[config.mk]
export PLATFORM = sky130hd
export DESIGN_NAME = pipe_hazard_ctrl
export DESIGN_NICKNAME = d
export VERILOG_FILES = /design/src/rtl/pipe_hazard_ctrl.sv
export SDC_FILE = /design/constraint.sdc
export NUM_CORES = 1
export LEC_CHECK = 0
export ABC_AREA = 1
export CELL_PAD_IN_SITES_DETAIL_PLACEMENT = 1
export CELL_PAD_IN_SITES_GLOBAL_PLACEMENT = 1
export CORE_UTILIZATION = 15
export DETAILED_ROUTE_END_ITERATION = 10
export GPL_TIMING_DRIVEN = 0
export HOLD_SLACK_MARGIN = 0.05
export PLACE_DENSITY = 0.92
export REMOVE_ABC_BUFFERS = 1
export SETUP_SLACK_MARGIN = 0.3
export SYNTH_ARGS = -nofsm -noshare
export SYNTH_HDL_FRONTEND = slang
export SYNTH_SLANG_ARGS = --single-unit
[constraint.sdc]
create_clock -name clk -period 1.2 [get_ports clk]
set_input_delay 0.3 -clock clk [delete_from_list [all_inputs] [get_ports clk]]
set_output_delay 0.3 -clock clk [all_outputs]
set_load 0.02 [all_outputs]
[src/rtl/pipe_hazard_ctrl.sv]
// Hazard/control unit for the 5-stage Y86-64 pipeline: stall/bubble controls, sticky HALTED FSM.
// Optional saturating event counters are built when PIPE_HAZARD_PERF_CNT_EN is defined.
module pipe_hazard_ctrl #(
   parameter int unsigned          REG_W    = 4,
   parameter logic [REG_W-1:0]     RNONE    = REG_W'(4'hF),
   parameter int unsigned          STAT_W   = 4,
   parameter logic [STAT_W-1:0]    STAT_AOK = STAT_W'(1),
   parameter int unsigned          CNT_W    = 16
) (
   input  logic              clk,
   input  logic              reset_n,
   input  logic [3:0]        D_icode,
   input  logic [3:0]        E_icode,
   input  logic [3:0]        M_icode,
   input  logic [REG_W-1:0]  d_srcA,
   input  logic [REG_W-1:0]  d_srcB,
   input  logic [REG_W-1:0]  E_dstM,
   input  logic              e_Cnd,
   input  logic [STAT_W-1:0] m_stat,
   input  logic [STAT_W-1:0] W_stat,
   output logic              F_stall,
   output logic              D_stall,
   output logic              D_bubble,
   output logic              E_bubble,
   output logic              M_bubble,
   output logic              W_stall,
   output logic              halted,
   output logic [CNT_W-1:0]  stall_cnt,
   output logic [CNT_W-1:0]  ret_cnt,
   output logic [CNT_W-1:0]  mispred_cnt
);

   localparam logic [3:0] IMrmovq = 4'h5;
   localparam logic [3:0] IPopq   = 4'hB;
   localparam logic [3:0] IJxx    = 4'h7;
   localparam logic [3:0] IRet    = 4'h9;

   typedef enum logic {StRun, StHalted} state_t;

   state_t state_q, state_d;
   logic   load_use, ret_in, mispred, m_exc, w_exc, ret_ev;

   always_comb begin
      load_use = ((E_icode == IMrmovq) || (E_icode == IPopq)) && (E_dstM != RNONE) &&
                 ((E_dstM == d_srcA) || (E_dstM == d_srcB));
      ret_in   = (D_icode == IRet) || (E_icode == IRet) || (M_icode == IRet);
      mispred  = (E_icode == IJxx) && !e_Cnd;
      m_exc    = (m_stat != STAT_AOK);
      w_exc    = (W_stat != STAT_AOK);
      ret_ev   = ret_in && !load_use;
   end

   always_ff @(posedge clk or negedge reset_n) begin
      if (!reset_n) state_q <= StRun;
      else          state_q <= state_d;
   end

   // Controls are gated by reset_n directly so they drop to 0 while reset is held.
   always_comb begin
      state_d  = state_q;
      F_stall  = 1'b0;
      D_stall  = 1'b0;
      D_bubble = 1'b0;
      E_bubble = 1'b0;
      M_bubble = 1'b0;
      W_stall  = 1'b0;
      halted   = (state_q == StHalted);
      if (reset_n) begin
         unique case (state_q)
            StRun: begin
               F_stall  = load_use | ret_in;
               D_stall  = load_use;
               D_bubble = mispred | ret_ev;
               E_bubble = mispred | load_use;
               M_bubble = m_exc | w_exc;
               W_stall  = w_exc;
               if (w_exc) state_d = StHalted;
            end
            StHalted: begin
               F_stall  = 1'b1;
               D_stall  = 1'b1;
               M_bubble = 1'b1;
               W_stall  = 1'b1;
            end
            default: state_d = StRun;
         endcase
      end
   end

`ifdef PIPE_HAZARD_PERF_CNT_EN
   logic [CNT_W-1:0] stall_cnt_q, ret_cnt_q, mispred_cnt_q;
   logic             run;

   assign run = (state_q == StRun);

   always_ff @(posedge clk or negedge reset_n) begin
      if (!reset_n) begin
         stall_cnt_q   <= '0;
         ret_cnt_q     <= '0;
         mispred_cnt_q <= '0;
      end else if (run) begin
         if (load_use && (stall_cnt_q != '1))  stall_cnt_q   <= stall_cnt_q + CNT_W'(1);
         if (ret_ev && (ret_cnt_q != '1))      ret_cnt_q     <= ret_cnt_q + CNT_W'(1);
         if (mispred && (mispred_cnt_q != '1)) mispred_cnt_q <= mispred_cnt_q + CNT_W'(1);
      end
   end

   assign stall_cnt   = stall_cnt_q;
   assign ret_cnt     = ret_cnt_q;
   assign mispred_cnt = mispred_cnt_q;
`else
   assign stall_cnt   = '0;
   assign ret_cnt     = '0;
   assign mispred_cnt = '0;
`endif

endmodule

==> results.json, run 1 <==
{
  "status": "finished, violations left",
  "violated_checks": "setup timing",
  "detail_route.wirelength.met1_um": 633,
  "antenna_found_initial": 0,
  "clock.fmax_mhz": 694,
  "most_common_cell_after_layout_fill_and_taps_aside": "sky130_fd_sc_hd__conb_1",
  "final_cell_mix": "sky130_fd_sc_hd__conb_1, sky130_fd_sc_hd__nand2_1, sky130_fd_sc_hd__buf_6",
  "globalRouteTotalUtil_pct": 7.03,
  "crit_share_post_route_pct": 120,
  "detailed_place_hpwl_um": 1670,
  "finalSetupViolations": 5,
  "routed.top_layer": "met3",
  "crit_path_start": "E_dstM[3]",
  "layout.nets": 212,
  "worstReg2RegStart": "halted",
  "layout_min_cycle_time_ns": 1.44,
  "met3_wirelength_um": 154,
  "drc": 0,
  "max_cap_violation_count": 0,
  "met2_wirelength_um": 1140,
  "die_x_um": 72.0,
  "p_total_mw": 0.406,
  "timing.final.hold_violations": 0,
  "areaGrowthSynthToFinish_pct": 50.6,
  "min-delay-path-class": "in2async",
  "cp.required_ns": 0.90,
  "synth_area_um2": 734,
  "powerDensity_nw_per_um2": 367,
  "critPathSlowestCell": "sky130_fd_sc_hd__a21oi_2",
  "timing.critical_path.from_type": "input port",
  "synthesis.yosys.warnings": 0,
  "placement.io_buffers": 41,
  "synth_cells": 132,
  "synth.yosys.seq_area_share_pct": 3.41,
  "largest_reg_flops": 1,
  "grt.overflow.total": 0,
  "final_util_pct": 23.4,
  "cellLeakagePower_nw": 0.630,
  "post_layout_nonfiller_instances": 242,
  "route.detailed.wl_per_inst_um": 7.95,
  "crit_path_max_incr_delay_ns": 0.13,
  "post_synth.cell_area_avg_um2": 5.56,
  "number_of_buffers_inserted_for_hold_repair_after_clock_tree_synthesis": 0,
  "ys_types": 17,
  "number_of_global_route_vias_before_repair": 689,
  "placement.setup.worst_slack_ns": -1.24,
  "cell_type_with_the_highest_occurrence_count_on_the_critical_path": "sky130_fd_sc_hd__nand2_1",
  "floorplan.die.height_um": 72.0,
  "ir_drop_mv": 0.185,
  "place.gp.congestion": 0.619,
  "clock_insertion_delay_worst_skew_ns": 0,
  "n_antenna_cell": 0,
  "detailroute.via_count": 751,
  "grt_start_max_net_pins": 8,
  "crit_path_cell_trace": "buf_8 > inv_2 > nand2_1 > nand2_1 > nor2_2 > nand2_1 > nand2_1 > nand2_2 > nand2_2 > a21oi_2 > buf_6",
  "critical_path_class": "in2out",
  "drt-total-wl_um": 1920,
  "placed_cells_incl_taps": 239,
  "placed_instance_area_um2": 1040,
  "die_outline_area_um2": 5180,
  "crit_path_end_kind": "output port",
  "initial_core_util_pct": 15.5,
  "avgViaCountPerCell": 3.10,
  "initialDrtViolationCount": 10,
  "final_antenna_net_count": 0,
  "timing.critical_path.arrival_ns": 1.14,
  "fillers": 612,
  "fin_skew_ns": 0,
  "grt_pass1_wl_um": 3020,
  "postSynthRegisterBits": 1,
  "final-max-slew-violation-count": 0,
  "layout-drive-gt1-share_pct": 36.0,
  "design_area_um2": 1110,
  "clk_pin_slew_ns": 0,
  "rsz0062_at_grt": "yes",
  "ioPinCount": 90,
  "detail_route.first_pass.iterations": 2,
  "worst-path-max-fanout": 4,
  "num_rows": 25,
  "core_area_um2": 4720,
  "post-route-worst-setup-slack_ns": -0.242
}
final timing paths:
check | end | depth (start not counted) | slack, ns
hold / removal | halted | 1 | 0.21
max in group asynchronous | halted | 1 | 0.85
min in group clk | halted | 5 | 0.64
setup / recovery | D_bubble | 11 | -0.24
setup reg to reg | halted | 4 | 0.35
hold reg to reg | halted | 3 | 0.65
cells by family (layout without fill, tap and decap cells):
logic type / after synthesis / in the layout / synth area share (%)
flip-flops: 1 / 1 / 3.41
other: 1 / 48 / 0.511
AO/OA/AOI/OAI: 5 / 5 / 3.92
buffers and inverters: 69 / 65 / 59.8
AND/OR/NAND/NOR: 56 / 56 / 32.4
layer usage:
layer  vias to the layer above  global-route usage [%]
li1                        384                       -
met3                         0                   0.833
met5                         -                       0
met2                        46                    15.4
met4                         0                   0.436
met1                       321                    7.18
repair_timing:
item / in CTS / in global routing
pin swaps: 37 / 18
resized for setup: 175 / 15
buffers inserted: 2 / 1
endpoints found under the setup margin: 8 / 7
cloned: 0 / 0
cell type report:
class                           count  area, um2  area share, %
Multi-Input combinational cell    109        507           45.8
Tap cell                           67       83.8           7.58
Sequential cell                     1       25.0           2.26
Inverter                           21       83.8           7.58
Timing Repair Buffer               44        407           36.8
through the flow:
| stage | setup TNS, ns | hold WS, ns |
|---|---|---|
| detailed placement | -6.57 | 0.540 |
| finish | -0.952 | 0.212 |
| global placement | -6.35 | 0.539 |
| floorplan | -0.266 | 0.00441 |
| CTS | -1.14 | 0.215 |
| global route | -1.54 | 0.223 |
worst max-delay path, delay by kind of cell:
| kind | cells | cell delay, ns |
|---|---|---|
| and+or+nand+nor | 7 | 0.43 |
| buffers and inverters | 3 | 0.27 |
| AOI/OAI and AO/OA | 1 | 0.13 |
report_power, final:
group | internal [mW] | switching, mW
Sequential | 0.0343 | 0.0000000000000369
Combinational | 0.131 | 0.241
Clock | 0 | 0
Total | 0.165 | 0.241
synth_stat cells (all sizes together):
| cell type | n | area (um2) |
|---|---|---|
| a21oi | 3 | 18.8 |
| buf | 48 | 360 |
| conb | 1 | 3.75 |
| dfrtp | 1 | 25.0 |
| inv | 21 | 78.8 |
| nand2 | 37 | 146 |
| nand3 | 4 | 20.0 |
| nand3b | 1 | 7.51 |
| nand4 | 3 | 18.8 |
| nor2 | 9 | 33.8 |
| nor3 | 1 | 5.00 |
| nor4 | 1 | 6.26 |
| o21ai | 2 | 10.0 |
(Power assumes the default switching activity.)
==> inputs of run 2 (changes only) <==
CORE_MARGIN = 2   (was not set)
SETUP_SLACK_MARGIN = not set   (was 0.3)
==> run 2 against run 1 <==
Effect of this change:
- setup slack worse by 0.021 ns
- global-route usage down 0.85 points
- die area increased by 5.6%
- clock skew unchanged
- routed wire length increased by 5.1%
- total power rose by 2.3%
- critical path depth shrank 4
- the flow still finishes with violations (setup timing)
==> results.json, run 2 (synthesized netlist as in run 1, its figures left out) <==
{
  "status": "finished, violations left",
  "violated_checks": "setup timing",
  "critPathSlowestCell": "sky130_fd_sc_hd__clkdlybuf4s15_1",
  "layout-drive-gt1-share_pct": 39.7,
  "worstReg2RegStart": "halted",
  "p_total_mw": 0.415,
  "die_x_um": 74.0,
  "grt_start_max_net_pins": 8,
  "worst-path-max-fanout": 2,
  "final-max-slew-violation-count": 0,
  "floorplan.die.height_um": 74.0,
  "number_of_buffers_inserted_for_hold_repair_after_clock_tree_synthesis": 0,
  "n_antenna_cell": 0,
  "grt.overflow.total": 0,
  "worstSetupPathDepth": 7,
  "cp.required_ns": 0.90,
  "detail_route.wirelength.met1_um": 603,
  "max_cap_violation_count": 0,
  "place.gp.congestion": 0.622,
  "largest_reg_flops": 1,
  "reg2reg_depth": 4,
  "placement.setup.worst_slack_ns": -1.23,
  "layout.nets": 211,
  "crit_path_max_incr_delay_ns": 0.17,
  "drt-total-wl_um": 2020,
  "grt_pass1_wl_um": 2760,
  "clk_pin_slew_ns": 0,
  "net-switching-power_mw": 0.247,
  "core_area_um2": 4720,
  "intPower_mw": 0.169,
  "final_util_pct": 23.6,
  "areaGrowthSynthToFinish_pct": 51.6,
  "cpLargestDelayFamily": "simple AND/OR/NAND/NOR gates",
  "cellLeakagePower_nw": 0.625,
  "power.clock.fraction_pct": 0,
  "timing.critical_path.arrival_ns": 1.16,
  "initial_core_util_pct": 15.5,
  "number_of_global_route_vias_before_repair": 693,
  "power_frac_seq_pct": 8.3,
  "finalSetupViolations": 5,
  "die_outline_area_um2": 5470,
  "final_cell_mix": "sky130_fd_sc_hd__conb_1, sky130_fd_sc_hd__nand2_1, sky130_fd_sc_hd__nand2_2",
  "met2_wirelength_um": 1200,
  "timing.critical_path.from_type": "input port",
  "globalRouteTotalUtil_pct": 6.17,
  "clock_insertion_delay_worst_skew_ns": 0,
  "powerDensity_nw_per_um2": 373,
  "antenna_found_initial": 0,
  "most_common_cell_after_layout_fill_and_taps_aside": "sky130_fd_sc_hd__conb_1",
  "fin_skew_ns": 0,
  "min-delay-path-class": "in2async",
  "initialDrtViolationCount": 7,
  "post-route-worst-setup-slack_ns": -0.262,
  "met3_wirelength_um": 221,
  "detailed_place_hpwl_um": 1770,
  "placement.io_buffers": 41,
  "ir_drop_mv": 0.162,
  "layout_min_cycle_time_ns": 1.46,
  "routed.top_layer": "met3",
  "ioPinCount": 90,
  "timing.final.hold_violations": 0,
  "route.detailed.wl_per_inst_um": 8.39,
  "num_rows": 25,
  "crit_buf_inv": 2,
  "power.combinational.fraction_pct": 91.7,
  "avgViaCountPerCell": 3.22,
  "drc": 0,
  "rsz0062_at_grt": "yes",
  "clock.fmax_mhz": 684,
  "power.share.switching_pct": 59.4,
  "crit-reg2reg-capture": "halted",
  "critical_path_class": "in2out",
  "rrSetupSlack_ns": 0.36,
  "crit_path_end_kind": "output port",
  "detail_route.first_pass.iterations": 2,
  "detailroute.via_count": 775,
  "final_antenna_net_count": 0,
  "crit_share_post_route_pct": 122,
  "crit_path_cell_trace": "clkdlybuf4s15_1 > nand2_1 > nor3_1 > nand3b_1 > nand2_2 > a21oi_2 > buf_4"
}
==> run 2: power by group through the flow <==
stage	Clock (mW)	Sequential, mW	Combinational, mW
2_1_floorplan	0	0.0343	0.201
5_1_grt	0	0.0343	0.414
4_1_cts	0	0.0343	0.345
6_report	0	0.0343	0.381
3_5_place_dp	0	0.0343	0.356
3_3_place_gp	0	0.0343	0.349
==> run 2: worst register-to-register path, stage by stage (launching register included) <==
cell,delay [ns]
sky130_fd_sc_hd__dfrtp_1,0.38
sky130_fd_sc_hd__nor2_1,0.09
sky130_fd_sc_hd__nand3_1,0.10
sky130_fd_sc_hd__o21ai_0,0.08
sky130_fd_sc_hd__inv_1,0.06
==> run 2: final cells by class <==
class | count | area (um2)
Fill cell | 625 | 3610
Inverter | 21 | 91.3
Multi-Input combinational cell | 109 | 519
Sequential cell | 1 | 25.0
Tap cell | 67 | 83.8
Timing Repair Buffer | 43 | 394
==> run 2: what timing repair did <==
action / 4_1_cts / 5_1_grt
pin swaps: 39 / 22
setup buffers: 2 / 0
resized for setup: 168 / 28
endpoints found under the setup margin: 8 / 6
==> run 2: routing by layer <==
layer	track usage [%]	up-vias
met5	0	-
li1	-	382
met1	6.34	347
met2	13.5	46
met4	0	0
met3	0.949	0
==> run 2: how the worst max path moves through the flow <==
stage / start / to / slack, ns
6_report: M_icode[3] / D_bubble / -0.26
4_1_cts: E_dstM[3] / D_bubble / -0.29
3_5_place_dp: E_dstM[3] / F_stall / -1.23
2_1_floorplan: E_dstM[0] / D_bubble / -0.13
3_3_place_gp: E_dstM[2] / F_stall / -1.18
5_1_grt: E_dstM[1] / F_stall / -0.35
==> run 2: metrics by stage <==
step           instance area [um2]  hold slack [ns]  setup TNS (ns)  std cells
2_1_floorplan                  551          0.00441          -0.266        131
3_3_place_gp                  1040            0.539           -6.30        239
3_5_place_dp                  1040            0.541           -6.52        239
4_1_cts                       1030            0.216           -1.12        241
5_1_grt                       1110            0.220           -1.50        241
6_report                      1110            0.213          -0.967        241
==> inputs of run 3 (changes only) <==
HOLD_SLACK_MARGIN = 0.06   (was 0.05)
==> results of run 3 <==
Same layout as run 2: the final DEF is identical, and so are final timing and power.
==> RTL edit, RTL diff (flow settings as in run 2) <==
`REG_W`: 4 -> 6.
--- a/src/rtl/pipe_hazard_ctrl.sv
+++ b/src/rtl/pipe_hazard_ctrl.sv
@@ -1,7 +1,7 @@
 // Hazard/control unit for the 5-stage Y86-64 pipeline: stall/bubble controls, sticky HALTED FSM.
 // Optional saturating event counters are built when PIPE_HAZARD_PERF_CNT_EN is defined.
 module pipe_hazard_ctrl #(
-   parameter int unsigned          REG_W    = 4,
+   parameter int unsigned          REG_W    = 6,
    parameter logic [REG_W-1:0]     RNONE    = REG_W'(4'hF),
    parameter int unsigned          STAT_W   = 4,
    parameter logic [STAT_W-1:0]    STAT_AOK = STAT_W'(1),
Ports: changed (resized E_dstM, d_srcA and d_srcB); port bits go from 90 to 96. The function was not compared with the original's and may differ.
==> RTL edit against run 2 <==
The flow still finishes with violations (setup timing); cell area rose by 20%; power rose by 19%; largest cell class unchanged; worst setup slack got worse by 22 ps; via count rose by 17%; sequential cell count did not move; routed wire length rose by 36%; synthesized area rose by 12%; highest routed layer is now met4.
==> RTL edit: results (changes against run 2) <==
Initial antenna violation count: 0 (unchanged)
Layout Nets: 244 (was 211)
Worst ir drop on vdd: 0.0975 mV (was 0.162 mV)
I/O Buffers: 47 (was 41)
First-pass GRT wire length: 3.83 mm (was 2.76 mm)
DRT met1 WL: 833 um (was 603 um)
Hpwl dp: 2.23 mm (was 1.77 mm)
WL final: 2.75 mm (was 2.02 mm)
Clock-pin slew on the worst setup and hold paths: 0 ps (about the same)
Multi-input gates: 123 (was 109)
Fillcell total: 680 (was 625)
Critical Path End: F_stall (was D_bubble)
Final setup viols: 5 (unchanged)
Internal Power: 205 uW (was 169 uW)
M3 GR Usage: 0.814% (was 0.949%)
Pre-CTS setup slack: -1330 ps (was -1230 ps)
Outcome: finished with violations (unchanged)
Vias in the first global route: 853 (was 693)
Crit Path Max Fanout: 3 (was 2)
Top Layer Used: met4 (was met3)
Distinct cells, synth: 19 (was 17)
Setup TNS: -1150 ps (was -967 ps)
Met3 Routed Length: 182 um (was 221 um)
Design area: 0.00134 mm2 (was 0.00111 mm2)
Failing checks: setup timing (unchanged)
Critical path arrival: 1180 ps (was 1160 ps)
Grt met1 use: 7.80% (was 6.34%)
GP Congestion: 0.685 (was 0.622)
Worst min-delay path class: in2async (unchanged)
Post-DP Area: 0.00119 mm2 (was 0.00104 mm2)
Layout cells sized above 1: 47.3% (was 39.7%)
R2R setup slack: 330 ps (was 360 ps)
Dpl cells: 269 (was 239)
Reg power frac: 6.9% (was 8.3%)
Met2 usage: 16.5% (was 13.5%)
Initial DRC count: 10 (was 7)
Area of the multi-input gates: 646 um2 (was 519 um2)
Leakage: 0.755 nW (was 0.625 nW)
N_taps: 70 (was 67)
Worst Hold Slack: 223 ps (was 213 ps)
Sequential area share after synthesis: 3.05% (was 3.41%)
Drt first pass iters: 4 (was 2)
FFs & Latches: 1 (unchanged)
CP startpoint: d_srcB[3] (was M_icode[3])
Met2 wire length: 1.68 mm (was 1.20 mm)
Signal inverters: 28 (was 21)
Sequential cell area share: 1.87% (was 2.25%)
Syn_area_per_cell: 5.36 um2 (was 5.56 um2)
Drt wl/cell: 10.1 um (was 8.39 um)
Top cells by count, synth: 49 x nand2_1, 48 x buf_4, 23 x inv_1 (was 48 x buf_4, 34 x nand2_1, 18 x inv_1)
Final WS setup: -284 ps (was -262 ps)
Tot GR Track Use: 7.57% (was 6.17%)
==> RTL edit: cell count changes after synthesis, moves of 2 or more <==
cell            run 2  this run
nand2_1            34        49
inv_1              18        23
nand4_1             3         0
inv_2               3         5
==> RTL edit: critical path, stage by stage <==
cell	delay, ps
buf_2	110
inv_2	30
nand2_1	60
nand2_2	60
nor2_4	80
nand3_2	80
nand2_2	90
nand2_4	60
nand2_2	60
nand2_2	60
nand2_2	70
buf_6	110
==> RTL edit: repair_timing <==
item | 4_1_cts | 5_1_grt
hold buffers | 0 | 0
setup endpoints to repair | 8 | 6
setup buffers | 1 | 1
hold endpoints to repair | 0 | 0
pin swaps | 45 | 36
resized for setup | 202 | 49
==> RTL edit: logic make-up after synthesis <==
group	synth area share (%)
AO/OA/AOI/OAI	4.73
buffers and inverters	56.7
flip-flops	3.05
other	0.457
AND/OR/NAND/NOR	35.1
